<file path="src/rtl/exc_detect_pipe.sv">
`default_nettype none
// ============================================================================
//  Module   : exc_detect_pipe
//  Purpose  : Detects per-instruction exceptions in IF, ID and EX and carries
//             a prioritised exception record through the IF/ID, ID/EX and
//             EX/MEM registers to the CP0 unit in MEM. Owns the valid/allowin
//             handshake for these records, delay-slot (BD) tracking and
//             pipeline flush.
//  Ports    :
//    clk, resetn          clock, synchronous active-low reset
//    flush                CP0 clear_pipeline, kills ID/EX/MEM at next edge
//    if_valid, if_pc      fetched instruction presented by IF
//    id_inst, id_is_branch, id_inst_reserved, id_ready_go   ID stage inputs
//    ex_ready_go, ex_overflow, ex_mem_addr, ex_ld_*/ex_st_* EX stage inputs
//    mem_allowin          MEM stage can accept a new record
//    id_allowin           back-pressure to IF
//    ex_kill_store        suppress the data SRAM write of the EX instruction
//    mem_*                exception record at the EX/MEM boundary
//  Revision : 1.0  initial release
// ============================================================================
module exc_detect_pipe #(
    parameter logic [31:0] RESET_PC = 32'hBFC00000
) (
    input  logic        clk,
    input  logic        resetn,
    input  logic        flush,
    input  logic        if_valid,
    input  logic [31:0] if_pc,
    input  logic [31:0] id_inst,
    input  logic        id_is_branch,
    input  logic        id_inst_reserved,
    input  logic        id_ready_go,
    input  logic        ex_ready_go,
    input  logic        ex_overflow,
    input  logic [31:0] ex_mem_addr,
    input  logic        ex_ld_w,
    input  logic        ex_ld_h,
    input  logic        ex_st_w,
    input  logic        ex_st_h,
    input  logic        mem_allowin,
    output logic        id_allowin,
    output logic        ex_kill_store,
    output logic        mem_valid,
    output logic [31:0] mem_pc,
    output logic        mem_set_cp0,
    output logic [4:0]  mem_addr_cp0,
    output logic [31:0] mem_badaddr,
    output logic        mem_bd,
    output logic        mem_eret,
    output logic        mem_exc_fetch,
    output logic        mem_exc_reserved,
    output logic        mem_exc_instruction,
    output logic        mem_exc_data,
    output logic        mem_adel,
    output logic        mem_ades,
    output logic        mem_sys,
    output logic        mem_bp,
    output logic        mem_ri,
    output logic        mem_ov
);

    localparam logic [5:0]  c_OP_SPECIAL    = 6'h00;
    localparam logic [5:0]  c_OP_COP0       = 6'h10;
    localparam logic [5:0]  c_FUNCT_SYSCALL = 6'h0C;
    localparam logic [5:0]  c_FUNCT_BREAK   = 6'h0D;
    localparam logic [4:0]  c_RS_MTC0       = 5'h04;
    localparam logic [31:0] c_INST_ERET     = 32'h42000018;

    // ------------------------------------------------------------------
    // Stage registers
    // ------------------------------------------------------------------
    logic        r_id_valid;
    logic [31:0] r_id_pc;
    logic        r_id_adel;
    logic [31:0] r_id_badaddr;

    logic        r_prev_branch;

    logic        r_ex_valid;
    logic [31:0] r_ex_pc;
    logic        r_ex_set_cp0;
    logic [4:0]  r_ex_addr_cp0;
    logic [31:0] r_ex_badaddr;
    logic        r_ex_bd;
    logic        r_ex_eret;
    logic        r_ex_exc_fetch;
    logic        r_ex_exc_reserved;
    logic        r_ex_exc_instruction;
    logic        r_ex_adel;
    logic        r_ex_sys;
    logic        r_ex_bp;
    logic        r_ex_ri;

    logic        r_mem_valid;
    logic [31:0] r_mem_pc;
    logic        r_mem_set_cp0;
    logic [4:0]  r_mem_addr_cp0;
    logic [31:0] r_mem_badaddr;
    logic        r_mem_bd;
    logic        r_mem_eret;
    logic        r_mem_exc_fetch;
    logic        r_mem_exc_reserved;
    logic        r_mem_exc_instruction;
    logic        r_mem_exc_data;
    logic        r_mem_adel;
    logic        r_mem_ades;
    logic        r_mem_sys;
    logic        r_mem_bp;
    logic        r_mem_ri;
    logic        r_mem_ov;

    // ------------------------------------------------------------------
    // Handshake
    // ------------------------------------------------------------------
    logic w_ex_allowin;
    logic w_id_allowin;
    logic w_if_to_id;
    logic w_id_to_ex;
    logic w_ex_to_mem;

    assign w_ex_allowin = !r_ex_valid | (ex_ready_go & mem_allowin);
    assign w_id_allowin = !r_id_valid | (id_ready_go & w_ex_allowin);
    assign w_if_to_id   = if_valid & w_id_allowin;
    assign w_id_to_ex   = r_id_valid & id_ready_go & w_ex_allowin;
    assign w_ex_to_mem  = r_ex_valid & ex_ready_go & mem_allowin;

    // ------------------------------------------------------------------
    // ID detection (suppressed behind a fetch exception)
    // ------------------------------------------------------------------
    logic w_id_is_special;
    logic w_id_ri;
    logic w_id_sys;
    logic w_id_bp;
    logic w_id_any_exc;
    logic w_id_mtc0;
    logic w_id_eret;

    assign w_id_is_special = (id_inst[31:26] == c_OP_SPECIAL);
    assign w_id_ri   = !r_id_adel & id_inst_reserved;
    // RI outranks Sys/Bp so a reserved encoding never reports a syscall.
    assign w_id_sys  = !r_id_adel & !id_inst_reserved & w_id_is_special
                       & (id_inst[5:0] == c_FUNCT_SYSCALL);
    assign w_id_bp   = !r_id_adel & !id_inst_reserved & w_id_is_special
                       & (id_inst[5:0] == c_FUNCT_BREAK);
    assign w_id_any_exc = r_id_adel | w_id_ri | w_id_sys | w_id_bp;
    assign w_id_mtc0 = (id_inst[31:26] == c_OP_COP0) & (id_inst[25:21] == c_RS_MTC0);
    assign w_id_eret = (id_inst == c_INST_ERET);

    // ------------------------------------------------------------------
    // EX detection (suppressed behind any earlier exception)
    // ------------------------------------------------------------------
    logic w_ex_prior_exc;
    logic w_ex_ld_err;
    logic w_ex_st_err;
    logic w_ex_ov;
    logic w_ex_dadel;
    logic w_ex_dades;
    logic w_ex_any_exc;

    assign w_ex_prior_exc = r_ex_exc_fetch | r_ex_exc_reserved | r_ex_exc_instruction;
    assign w_ex_ld_err = (ex_ld_w & (ex_mem_addr[1:0] != 2'b00)) | (ex_ld_h & ex_mem_addr[0]);
    assign w_ex_st_err = (ex_st_w & (ex_mem_addr[1:0] != 2'b00)) | (ex_st_h & ex_mem_addr[0]);
    // Overflow outranks an address error; AdEL outranks AdES to keep the
    // cause flags one-hot even for malformed access-type combinations.
    assign w_ex_ov    = !w_ex_prior_exc & ex_overflow;
    assign w_ex_dadel = !w_ex_prior_exc & !ex_overflow & w_ex_ld_err;
    assign w_ex_dades = !w_ex_prior_exc & !ex_overflow & !w_ex_ld_err & w_ex_st_err;
    assign w_ex_any_exc = w_ex_prior_exc | w_ex_ov | w_ex_dadel | w_ex_dades;

    // ------------------------------------------------------------------
    // IF/ID register
    // ------------------------------------------------------------------
    always_ff @(posedge clk) begin
        if (!resetn) begin
            r_id_valid   <= 1'b0;
            r_id_pc      <= RESET_PC;
            r_id_adel    <= 1'b0;
            r_id_badaddr <= 32'h0;
        end else begin
            if (flush) begin
                r_id_valid <= 1'b0;
            end else if (w_id_allowin) begin
                r_id_valid <= if_valid;
            end
            if (w_if_to_id) begin
                r_id_pc      <= if_pc;
                r_id_adel    <= (if_pc[1:0] != 2'b00);
                r_id_badaddr <= (if_pc[1:0] != 2'b00) ? if_pc : 32'h0;
            end
        end
    end

    // ------------------------------------------------------------------
    // ID/EX register and delay-slot tracking
    // ------------------------------------------------------------------
    always_ff @(posedge clk) begin
        if (!resetn) begin
            r_ex_valid           <= 1'b0;
            r_prev_branch        <= 1'b0;
            r_ex_pc              <= RESET_PC;
            r_ex_set_cp0         <= 1'b0;
            r_ex_addr_cp0        <= 5'd0;
            r_ex_badaddr         <= 32'h0;
            r_ex_bd              <= 1'b0;
            r_ex_eret            <= 1'b0;
            r_ex_exc_fetch       <= 1'b0;
            r_ex_exc_reserved    <= 1'b0;
            r_ex_exc_instruction <= 1'b0;
            r_ex_adel            <= 1'b0;
            r_ex_sys             <= 1'b0;
            r_ex_bp              <= 1'b0;
            r_ex_ri              <= 1'b0;
        end else begin
            if (flush) begin
                r_ex_valid    <= 1'b0;
                r_prev_branch <= 1'b0;
            end else begin
                if (w_ex_allowin) begin
                    r_ex_valid <= r_id_valid & id_ready_go;
                end
                if (w_id_to_ex) begin
                    r_prev_branch <= id_is_branch;
                end
            end
            if (w_id_to_ex) begin
                r_ex_pc              <= r_id_pc;
                r_ex_set_cp0         <= w_id_mtc0 & !w_id_any_exc;
                r_ex_addr_cp0        <= id_inst[15:11];
                r_ex_badaddr         <= r_id_badaddr;
                // The instruction entering EX is in a delay slot when the one
                // ahead of it in program order was a branch.
                r_ex_bd              <= r_prev_branch;
                r_ex_eret            <= w_id_eret & !w_id_any_exc;
                r_ex_exc_fetch       <= r_id_adel;
                r_ex_exc_reserved    <= w_id_ri;
                r_ex_exc_instruction <= w_id_sys | w_id_bp;
                r_ex_adel            <= r_id_adel;
                r_ex_sys             <= w_id_sys;
                r_ex_bp              <= w_id_bp;
                r_ex_ri              <= w_id_ri;
            end
        end
    end

    // ------------------------------------------------------------------
    // EX/MEM register
    // ------------------------------------------------------------------
    always_ff @(posedge clk) begin
        if (!resetn) begin
            r_mem_valid           <= 1'b0;
            r_mem_pc              <= RESET_PC;
            r_mem_set_cp0         <= 1'b0;
            r_mem_addr_cp0        <= 5'd0;
            r_mem_badaddr         <= 32'h0;
            r_mem_bd              <= 1'b0;
            r_mem_eret            <= 1'b0;
            r_mem_exc_fetch       <= 1'b0;
            r_mem_exc_reserved    <= 1'b0;
            r_mem_exc_instruction <= 1'b0;
            r_mem_exc_data        <= 1'b0;
            r_mem_adel            <= 1'b0;
            r_mem_ades            <= 1'b0;
            r_mem_sys             <= 1'b0;
            r_mem_bp              <= 1'b0;
            r_mem_ri              <= 1'b0;
            r_mem_ov              <= 1'b0;
        end else begin
            if (flush) begin
                r_mem_valid <= 1'b0;
            end else if (mem_allowin) begin
                r_mem_valid <= r_ex_valid & ex_ready_go;
            end
            if (w_ex_to_mem) begin
                r_mem_pc              <= r_ex_pc;
                r_mem_set_cp0         <= r_ex_set_cp0 & !w_ex_any_exc;
                r_mem_addr_cp0        <= r_ex_addr_cp0;
                r_mem_badaddr         <= (w_ex_dadel | w_ex_dades) ? ex_mem_addr : r_ex_badaddr;
                r_mem_bd              <= r_ex_bd;
                r_mem_eret            <= r_ex_eret & !w_ex_any_exc;
                r_mem_exc_fetch       <= r_ex_exc_fetch;
                r_mem_exc_reserved    <= r_ex_exc_reserved;
                r_mem_exc_instruction <= r_ex_exc_instruction | w_ex_ov;
                r_mem_exc_data        <= w_ex_dadel | w_ex_dades;
                r_mem_adel            <= r_ex_adel | w_ex_dadel;
                r_mem_ades            <= w_ex_dades;
                r_mem_sys             <= r_ex_sys;
                r_mem_bp              <= r_ex_bp;
                r_mem_ri              <= r_ex_ri;
                r_mem_ov              <= w_ex_ov;
            end
        end
    end

    // ------------------------------------------------------------------
    // Outputs: every flag is qualified by the record's valid bit so stale
    // contents left behind by a flush or bubble never reach CP0.
    // ------------------------------------------------------------------
    logic w_mem_any_exc;
    assign w_mem_any_exc = r_mem_exc_fetch | r_mem_exc_reserved
                         | r_mem_exc_instruction | r_mem_exc_data;

    assign id_allowin          = w_id_allowin;
    assign ex_kill_store       = r_ex_valid & (w_ex_any_exc
                                 | (r_mem_valid & (w_mem_any_exc | r_mem_eret))
                                 | flush);
    assign mem_valid           = r_mem_valid;
    assign mem_pc              = r_mem_pc;
    assign mem_addr_cp0        = r_mem_addr_cp0;
    assign mem_badaddr         = r_mem_badaddr;
    assign mem_set_cp0         = r_mem_valid & r_mem_set_cp0;
    assign mem_bd              = r_mem_valid & r_mem_bd;
    assign mem_eret            = r_mem_valid & r_mem_eret;
    assign mem_exc_fetch       = r_mem_valid & r_mem_exc_fetch;
    assign mem_exc_reserved    = r_mem_valid & r_mem_exc_reserved;
    assign mem_exc_instruction = r_mem_valid & r_mem_exc_instruction;
    assign mem_exc_data        = r_mem_valid & r_mem_exc_data;
    assign mem_adel            = r_mem_valid & r_mem_adel;
    assign mem_ades            = r_mem_valid & r_mem_ades;
    assign mem_sys             = r_mem_valid & r_mem_sys;
    assign mem_bp              = r_mem_valid & r_mem_bp;
    assign mem_ri              = r_mem_valid & r_mem_ri;
    assign mem_ov              = r_mem_valid & r_mem_ov;

endmodule
`default_nettype wire

</file>
<file path="config.mk">
export PLATFORM = sky130hd
export DESIGN_NAME = exc_detect_pipe
export DESIGN_NICKNAME = d
export VERILOG_FILES = /design/src/rtl/exc_detect_pipe.sv
export SDC_FILE = /design/constraint.sdc
export NUM_CORES = 1
export LEC_CHECK = 0
export ABC_CLOCK_PERIOD_IN_PS = 1650
export BUFFER_PORTS_ARGS = -buffer_cell sky130_fd_sc_hd__buf_4
export CAP_MARGIN = 5
export CORE_MARGIN = 2
export CORE_UTILIZATION = 45
export DETAILED_ROUTE_END_ITERATION = 6
export PLACE_DENSITY = 0.68
export SLEW_MARGIN = 20
export SYNTH_ARGS = -nofsm -noshare
export SYNTH_HDL_FRONTEND = slang
export SYNTH_SLANG_ARGS = --single-unit
</file>
<file path="constraint.sdc">
create_clock -name clk -period 1.65 [get_ports clk]
set_input_delay 0.165 -clock clk [delete_from_list [all_inputs] [get_ports clk]]
set_output_delay 0.165 -clock clk [all_outputs]
set_load 0.03 [all_outputs]
</file>
==> flow_summary.yaml, run 1 <==
outcome:
  status: "finished, violations left"
  violations: "negative setup slack"
final_layout:
  fin_util_pct: 64.5
  layout.nets: 1434
  fill_cells: 1633
  final_cell_count_no_fill: 1580
  drive_above_1_share_pct: 22.4
  fin_area_sq_um: 12100
  area_growth_pct: 40.4
  mostFrequentLayoutCell: "nand2_1"
  mostFrequentLayoutCells: "nand2_1, a21oi_1, dfxtp_1, buf_4, o21ai_0"
global_routing:
  grt_pass1_wl_um: 40200
  overflow: 0
  grt_pass1_vias: 7995
  antenna_found_initial: 4
  track_usage_pct: 24.3
  grt_start_max_net_pins: 103
critical_path:
  worst-setup-path-type: "reg -> out"
  cp_num_buf_inv: 1
  slowest_stage: "dfxtp_2"
  crit_path_start: "r_ex_adel"
  path_max_fanout: 2
  r2r-start: "r_ex_valid"
  ff2ff_path_depth: 8
  r2r_slack_ns: 0.08
  crit_chain: "nor4_4, nor3b_4, nand2_1, o21a_1, buf_6"
  critPathArrivalTime_ns: 1.73
  required_ns: 1.48
  worstSetupEndpointType: "output pin"
  rr_endpoint: "r_id_badaddr[3]"
  startpoint_type: "register"
  critPathTopFamily: "simple AND/OR/NAND/NOR gates"
  max_stage_delay_ns: 0.33
die:
  die_h_um: 142
  initial_core_util_pct: 45.9
  num_rows: 50
  num_io_pins: 195
  coreArea_sq_um: 18800
  dieArea_sq_um: 20300
  dieWidth_um: 142
cts:
  clk_pin_slew_worst_paths_ns: 0.06
  clock-sinks: 227
  cts_root_buf: "clkbuf_16"
  cts_tree: "built"
  cts_buffers: 24
  clkLatencyLatePin_ns: 0.51
  cts_buffer_depth: 3
  htreeDepth: 1
drt:
  wl_met1_um: 11300
  first_iter_violations: 542
  vias: 8505
  avgViaCountPerCell: 5.38
  highest_layer: "met5"
  drt_wl_total_um: 25800
  post_drt_wl_per_cell_um: 16.3
  drc: 0
  route.met3.wl_um: 1730
  met2_length_um: 12500
  ant_nets: 0
  dr.pass1.iters: 5
timing:
  relSlewSlack_pct: 54.0
  timing.fmax_mhz: 527
  period_share_pct: 115
  whs_ns: 0.0383
  fin_ws_ns: -0.247
  drv_slew: 0
  rsz0062_at_grt: "yes"
  layout_min_cycle_time_ns: 1.90
  setup_viol: 2
  clock_skew_ns: 0.0137
  finalHoldViolCount: 0
  tightest_slew_ns: 0.684
logic_synthesis:
  synth_compound_area_share_pct: 20.5
  synth_fp_nets: 1196
  avgSynthCellArea_sq_um: 7.94
  synth.distinct_cells: 35
  yosysWarnings: 0
  yosysSeqAreaShare_pct: 52.7
  synth-seq-cells: 227
  syn_area_sq_um: 8620
  syn_inst: 1086
  muxShareOfSynthArea_pct: 0
  synth_top_family_by_area: "simple AND/OR/NAND/NOR gates"
  synth_fa_ha_area_share_pct: 0
  synth-xor-area-share_pct: 0
  yosys.area_share.simple_pct: 21.7
worst_hold_path:
  min_from: "id_inst[25]"
  hp-class: "in -> reg"
  whs_path_depth: 3
  holdPathEnd: "r_ex_set_cp0"
placement:
  placed_area_sq_um: 10400
  port_buffers: 194
  dp_cells: 1452
  dpl.hpwl_um: 16600
  finalWeightedCongestion: 0.832
power:
  leakage_nw: 4.76
  p_per_area_nw_per_um2: 1020
  peakVddDrop_mv: 0.814
  p_total_mw: 12.4
job:
  cap_viol_max_count: 0
==> registers in the layout, indices dropped and copies added (netlist names), 5 cells and up <==
signal         cells
r_id_pc           32
r_id_badaddr      32
mem_addr_cp0       5
r_ex_addr_cp0      5
r_ex_badaddr      32
r_ex_pc           32
mem_pc            32
mem_badaddr       32
==> cell families after synthesis <==
logic type	after synthesis
AND/OR/NAND/NOR	419
AO/OA/AOI/OAI	338
flip-flops	227
buffers and inverters	102
==> what timing repair did <==
item                       4_1_cts  5_1_grt
setup endpoints to repair        4       46
hold buffers                    71        0
pin swaps                        5        4
hold endpoints to repair       101        0
cloned                           1        0
gates resized for setup          8        7
buffers inserted                 8        1
==> worst reg2reg max path, stage by stage (launching register included) <==
cell and delay (ns):
dfxtp_2 0.32, a21bo_4 0.23, a21boi_4 0.17, inv_2 0.08
buf_4 0.14, buf_6 0.12, buf_12 0.17, nand4_1 0.14
a21oi_1 0.08
==> per-stage QoR <==
stage	setup TNS, ns	setup WS [ns]
after floorplan	0	0.109
after global placement	0	0.0174
after detailed placement	0	0.0255
after CTS	-0.373	-0.256
after global routing	-0.446	-0.319
final	-0.323	-0.247
==> per-layer routing <==
metal	vias up	global-route usage [%]
li1	4192	-
met1	4043	31.5
met2	240	42.4
met3	28	4.41
met4	2	5.42
met5	-	0
==> worst max path at each step <==
stage                 endpoint  slack (ns)  depth (start not counted)
2_1_floorplan    ex_kill_store        0.11                          4
3_3_place_gp   mem_badaddr[30]        0.02                          6
3_5_place_dp   mem_badaddr[30]        0.03                          6
4_1_cts          ex_kill_store       -0.26                          5
5_1_grt          ex_kill_store       -0.32                          5
6_report         ex_kill_store       -0.25                          5
==> Yosys cell counts <==
master	n	share of area, %
nand2_1	275	12
a21oi_1	229	13
dfxtp_1	227	53
o21ai_0	91	5.3
nand3_1	63	3.7
clkbuf_1	59	2.6
nand4_1	33	2.4
buf_2	21	1.2
and2_1	14	1.0
buf_1	13	0.57
o21ai_1	8	0.46
nor2_1	6	0.26
nor3_1	6	0.35
nor4_1	4	0.29
o21a_1	4	0.35
buf_6	3	0.39
nor4b_1	3	0.30
a32o_1	2	0.23
and3_1	2	0.15
buf_4	2	0.17
inv_1	2	0.087
inv_2	2	0.087
nand2b_1	2	0.15
nand3b_1	2	0.17
nor3b_1	2	0.17
or4_1	2	0.17
a21bo_4	1	0.19
a21boi_2	1	0.13
nor2b_1	1	0.073
nor3b_2	1	0.15
nor4_4	1	0.25
o41a_4	1	0.25
o41ai_4	1	0.32
or2_2	1	0.073
or3_1	1	0.073
==> cell type report <==
cell class	instances	area (sq um)	share of cell area, %
Inverter	4	17.5	0.145
Clock inverter	11	138	1.14
Clock buffer	33	716	5.91
Timing Repair Buffer	310	2690	22.3
Antenna cell	4	10.0	0.0827
Multi-Input combinational cell	757	3680	30.5
Tap cell	234	293	2.42
Sequential cell	227	4550	37.6
==> report_power, final <==
group / internal (mW) / switching, mW
combinational: 0.493 / 0.514
sequential: 5.60 / 0.0648
clock: 3.50 / 2.20
total: 9.60 / 2.78
Note: power is estimated with default switching activity, not from simulation.
==> run 2: changes to the inputs <==
- CORE_UTILIZATION: 45 -> 35
- PLACE_DENSITY: 0.68 -> default
- SKIP_LAST_GASP: default -> 1
==> flow_summary.yaml, run 2 (synthesized netlist as in run 1, its figures left out) <==
power:
  peakVddDrop_mv: 0.637
  p_per_area_nw_per_um2: 1020
  p_total_mw: 12.4
  leakage_nw: 4.74
drt:
  ant_nets: 0
  dr.pass1.iters: 5
  drt_wl_total_um: 26400
  avgViaCountPerCell: 5.05
  vias: 8423
  first_iter_violations: 514
  post_drt_wl_per_cell_um: 15.8
  drc: 0
critical_path:
  worst-setup-path-type: "reg -> out"
  critPathTopFamily: "simple AND/OR/NAND/NOR gates"
  path_max_fanout: 2
  startpoint_type: "register"
  cp_num_buf_inv: 1
  worstSetupEndpointType: "output pin"
  required_ns: 1.48
  crit_chain: "nor4_4, nor3b_2, nand2_1, o21a_1, buf_6"
  max_stage_delay_ns: 0.33
  critPathArrivalTime_ns: 1.76
  slowest_stage: "dfxtp_2"
timing:
  timing.fmax_mhz: 520
  tightest_slew_ns: 0.609
  relSlewSlack_pct: 59.4
  finalHoldViolCount: 0
  setup_viol: 3
  setup-tns-final_ns: -0.298
  clock_skew_ns: 0.0126
  fin_ws_ns: -0.273
  period_share_pct: 117
  drv_slew: 0
  rsz0062_at_grt: "yes"
  whs_ns: 0.0170
  layout_min_cycle_time_ns: 1.92
global_routing:
  antenna_found_initial: 4
  grt_pass1_wl_um: 41200
  use_met2_pct: 31.4
  grt_start_max_net_pins: 74
  overflow: 0
  track_usage_pct: 19.4
  grt_pass1_vias: 7861
  grt_util_met3_pct: 3.62
  grtUsageMet1_pct: 26.7
  busiest_layer: "met2"
placement:
  dp_cells: 1540
  finalWeightedCongestion: 0.811
  dp_slack_ns: 0.00942
  dpl.hpwl_um: 17100
  port_buffers: 194
  placed_area_sq_um: 10500
worst_hold_path:
  hp-class: "in -> reg"
cts:
  cts_root_buf: "clkbuf_16"
  clk_pin_slew_worst_paths_ns: 0.06
  htreeDepth: 1
  clkLatencyLatePin_ns: 0.51
  cts_tree: "built"
  cts_buffer_depth: 3
  clock-sinks: 227
  cts_buffers: 25
final_layout:
  mostFrequentLayoutCell: "nand2_1"
  multiInputGateArea_sq_um: 3670
  fin_util_pct: 50.2
  drive_above_1_share_pct: 21.8
  seq_area_sq_um: 4550
  area_growth_pct: 41.3
  fin_area_sq_um: 12200
  mostFrequentLayoutCells: "nand2_1, a21oi_1, dfxtp_1, buf_4, o21ai_0"
  final_cell_count_no_fill: 1667
  layout.nets: 1432
  fill_cells: 2386
die:
  coreArea_sq_um: 24200
  num_rows: 57
  num_io_pins: 195
  die_h_um: 161
  initial_core_util_pct: 35.5
  dieWidth_um: 161
  dieArea_sq_um: 25900
job:
  cap_viol_max_count: 0
outcome:
  status: "finished, violations left"
  violations: "negative setup slack"
run 2: cell types whose count changed in the layout (fill, tap and decap cells not counted), moves of 2 or more:
cell	previous run	this run
inv_6	0	2
a21oi_1	227	229
buf_4	222	219
clkinvlp_4	3	0
clkbuf_1	2	5
a21oi_2	2	0
run 2: power breakdown:
part / internal (mW) / switching (mW)
clock network: 3.52 / 2.19
registers: 5.61 / 0.0653
logic: 0.490 / 0.509
run 2: per-layer routing:
metal | vias to the layer above | routed length [um]
met1 | 3984 | 12200
met2 | 210 | 12200
met4 | 0 | 483
li1 | 4198 | -
met3 | 31 | 1510
met5 | - | 0
run 2: area by class of cell:
| type | instances | area share [%] |
|---|---|---|
| inverters | 4 | 0.185 |
| well taps | 324 | 3.33 |
| diodes | 4 | 0.0822 |
| repair buffers | 307 | 21.9 |
| multi-input cells | 757 | 30.2 |
| flip-flops and latches | 227 | 37.4 |
| clock inverters | 8 | 0.976 |
| clock buffers | 36 | 5.97 |
run 2: worst reg2reg max path, stage by stage, from the launching register on:
cell,delay [ns]
dfxtp_2,0.33
nor4_4,0.28
buf_4,0.15
buf_4,0.10
o41a_4,0.41
a21oi_1,0.15
a21oi_1,0.17
run 2: path summary, 6_finish.rpt:
kind               start               to  slack, ns  cells past startpoint
max            r_ex_adel    ex_kill_store      -0.27                      5
min          id_inst[25]     r_ex_set_cp0       0.02                      3
max reg2reg    r_ex_adel  mem_badaddr[20]          0                      6
min reg2reg   r_id_pc[6]       r_ex_pc[6]       0.45                      2
run 2: what timing repair did:
item                                    in CTS  in global routing
pin swaps                                    3                  1
hold buffers                                72                  0
cloned                                       0                  1
endpoints found under the setup margin       2                 65
resized for setup                            6                  4
hold endpoints to repair                   103                  0
buffers inserted                             5                  2
==> run 3: changes to the inputs <==
- ABC_AREA: default -> 1
==> flow_summary.yaml, run 3 <==
outcome:
  status: "finished, violations left"
  violations: "negative setup slack"
cts:
  cts_root_buf: "clkbuf_16"
  cts_tree: "built"
  clk_pin_slew_worst_paths_ns: 0.06
  htreeDepth: 1
  clock-sinks: 227
  cts_buffers: 24
  clkLatencyLatePin_ns: 0.52
  cts_buffer_depth: 3
critical_path:
  critPathArrivalTime_ns: 1.58
  cp_num_buf_inv: 1
  critPathTopFamily: "simple AND/OR/NAND/NOR gates"
  startpoint_type: "register"
  r2r_slack_ns: 0.13
  worstSetupEndpointType: "output pin"
  path_max_fanout: 2
  worst-setup-path-type: "reg -> out"
  ff2ff_path_depth: 12
  crit_chain: "nor2_2, nand2_2, nor2_2, nand2_1, nor2_2, a31oi_1, buf_4"
  cp_common_cell: "nor2_2"
  max_stage_delay_ns: 0.32
  required_ns: 1.48
  slowest_stage: "dfxtp_2"
  path_depth: 7
power:
  peakVddDrop_mv: 0.512
  power_switching_mw: 2.78
  p_comb_share_pct: 9.1
  leakage_nw: 5.49
  p_seq_share_pct: 48.3
  intPower_mw: 9.10
  switching_share_pct: 23.4
  p_clk_share_pct: 42.6
  p_per_area_nw_per_um2: 987
die:
  coreArea_sq_um: 24300
  dieWidth_um: 161
  dieArea_sq_um: 26000
  num_rows: 57
  num_io_pins: 195
  die_h_um: 161
  initial_core_util_pct: 35.6
final_layout:
  area_growth_pct: 38.9
  fill_cells: 2397
  mostFrequentLayoutCell: "nand2_1"
  n_antenna_cell: 0
  mostFrequentLayoutCells: "nand2_1, nor2_1, dfxtp_1, buf_4, o21ai_0"
  fin_util_pct: 49.5
  layout.nets: 1550
  drive_above_1_share_pct: 19.8
placement:
  port_buffers: 194
  finalWeightedCongestion: 0.788
  dpl.hpwl_um: 15500
logic_synthesis:
  synth.distinct_cells: 21
  synth-seq-cells: 227
  yosysWarnings: 0
  syn_area_sq_um: 8670
  synthArstFlopShare_pct: 0
  synth.area.top_cells: "dfxtp_1, nand2_1, nor2_1, o21ai_0, a21oi_1"
  yosysTopAreaCellShare_pct: 52.4
  synth-xor-area-share_pct: 0
  syn_inst: 1194
  synth.top_cells.by_count: "nand2_1, nor2_1, dfxtp_1, o21ai_0, a21oi_1"
  synth_fa_ha_area_share_pct: 0
  yosysTopAreaCell: "dfxtp_1"
  synth_fp_nets: 1304
  avgSynthCellArea_sq_um: 7.26
  synth_compound_area_share_pct: 14.3
  synth_edf_count: 0
  muxShareOfSynthArea_pct: 0.116
  synth_top_family_by_area: "simple AND/OR/NAND/NOR gates"
  yosysSeqAreaShare_pct: 52.4
  synth_top_flop_cell: "dfxtp_1"
  yosysMostFrequentCell: "nand2_1"
  yosys.area_share.simple_pct: 26.0
timing:
  fin_ws_ns: -0.0951
  drv_slew: 0
  setup-tns-final_ns: -0.0951
  relSlewSlack_pct: 61.0
  timing.fmax_mhz: 573
  clock_skew_ns: 0.0132
  layout_min_cycle_time_ns: 1.75
  period_share_pct: 106
  setup_viol: 1
  whs_ns: 0.0141
  tightest_slew_ns: 0.585
  finalHoldViolCount: 0
  rsz0062_at_grt: "yes"
global_routing:
  overflow: 0
  antenna_found_initial: 0
  use_met2_pct: 27.2
  grtUsageMet1_pct: 26.5
  grt_start_max_net_pins: 79
  grt_pass1_wl_um: 39400
  grt_util_met3_pct: 2.70
  busiest_layer: "met2"
  grt_pass1_vias: 7873
  track_usage_pct: 18.1
drt:
  drt_wl_total_um: 24000
  vias: 8093
  dr.pass1.iters: 4
  ant_nets: 0
  first_iter_violations: 480
  avgViaCountPerCell: 4.55
  drc: 0
  post_drt_wl_per_cell_um: 13.5
job:
  cap_viol_max_count: 0
worst_hold_path:
  hp-class: "in -> reg"
  whs_path_depth: 5
==> run 3: repair_timing <==
item,4_1_cts,5_1_grt
endpoints found under the setup margin,1,37
hold buffers,75,0
pin swaps,4,7
setup buffers,14,2
hold endpoints to repair,107,0
resized for setup,3,10
==> run 3: cell type report <==
cell class | count | area, sq um | area share, %
Clock buffer | 34 | 698 | 5.80
Sequential cell | 227 | 4550 | 37.8
Clock inverter | 7 | 46.3 | 0.385
Inverter | 67 | 253 | 2.10
Tap cell | 324 | 405 | 3.37
Timing Repair Buffer | 302 | 2540 | 21.1
Multi-Input combinational cell | 818 | 3540 | 29.4
==> run 3: tightest hold or removal path, cell delays in order <==
cell	delay [ns]
buf_4	0.11
nand2_1	0.06
nand2_1	0.06
nor2_1	0.04
nor2_1	0.07
==> run 3: worst paths after layout <==
kind                       to        startpoint
max reg2reg     r_mem_set_cp0           r_ex_ri
min reg2reg  r_ex_badaddr[22]  r_ex_badaddr[22]
max             ex_kill_store           r_ex_ri
min            mem_badaddr[0]    ex_mem_addr[0]
==> run 3: layer usage <==
layer  part of all wire (%)  up-vias
li1                       -     4280
met1                     51     3590
met2                     42      184
met3                    4.4       39
met4                    2.8        0
met5                      0        -
==> run 3: power by group through the flow <==
stage / registers (mW) / clock network [mW] / logic [mW]
final: 5.73 / 5.06 / 1.08
after CTS: 5.73 / 5.21 / 1.08
after global routing: 5.75 / 5.43 / 1.21
after global placement: 5.85 / 0 / 0.902
after detailed placement: 5.85 / 0 / 0.908
after floorplan: 5.85 / 0 / 0.492
==> run 3: stage by stage <==
| step | setup WS, ns | std cells | area (sq um) | power (mW) |
|---|---|---|---|---|
| 2_1_floorplan | 0.00263 | 1194 | 8670 | 6.34 |
| 3_3_place_gp | 0.210 | 1650 | 10400 | 6.76 |
| 3_5_place_dp | 0.170 | 1650 | 10400 | 6.76 |
| 4_1_cts | -0.182 | 1780 | 12000 | 12.0 |
| 6_report | -0.0951 | 1779 | 12000 | 11.9 |
| 5_1_grt | -0.212 | 1779 | 12000 | 12.4 |
==> run 3: kinds of logic (layout without fill, tap and decap cells) <==
| kind of cell | count (synthesis) | in the layout |
|---|---|---|
| compound gates | 243 | 243 |
| buf+inv | 149 | 410 |
| flops | 227 | 227 |
| mux | 1 | 1 |
| simple gates | 574 | 574 |
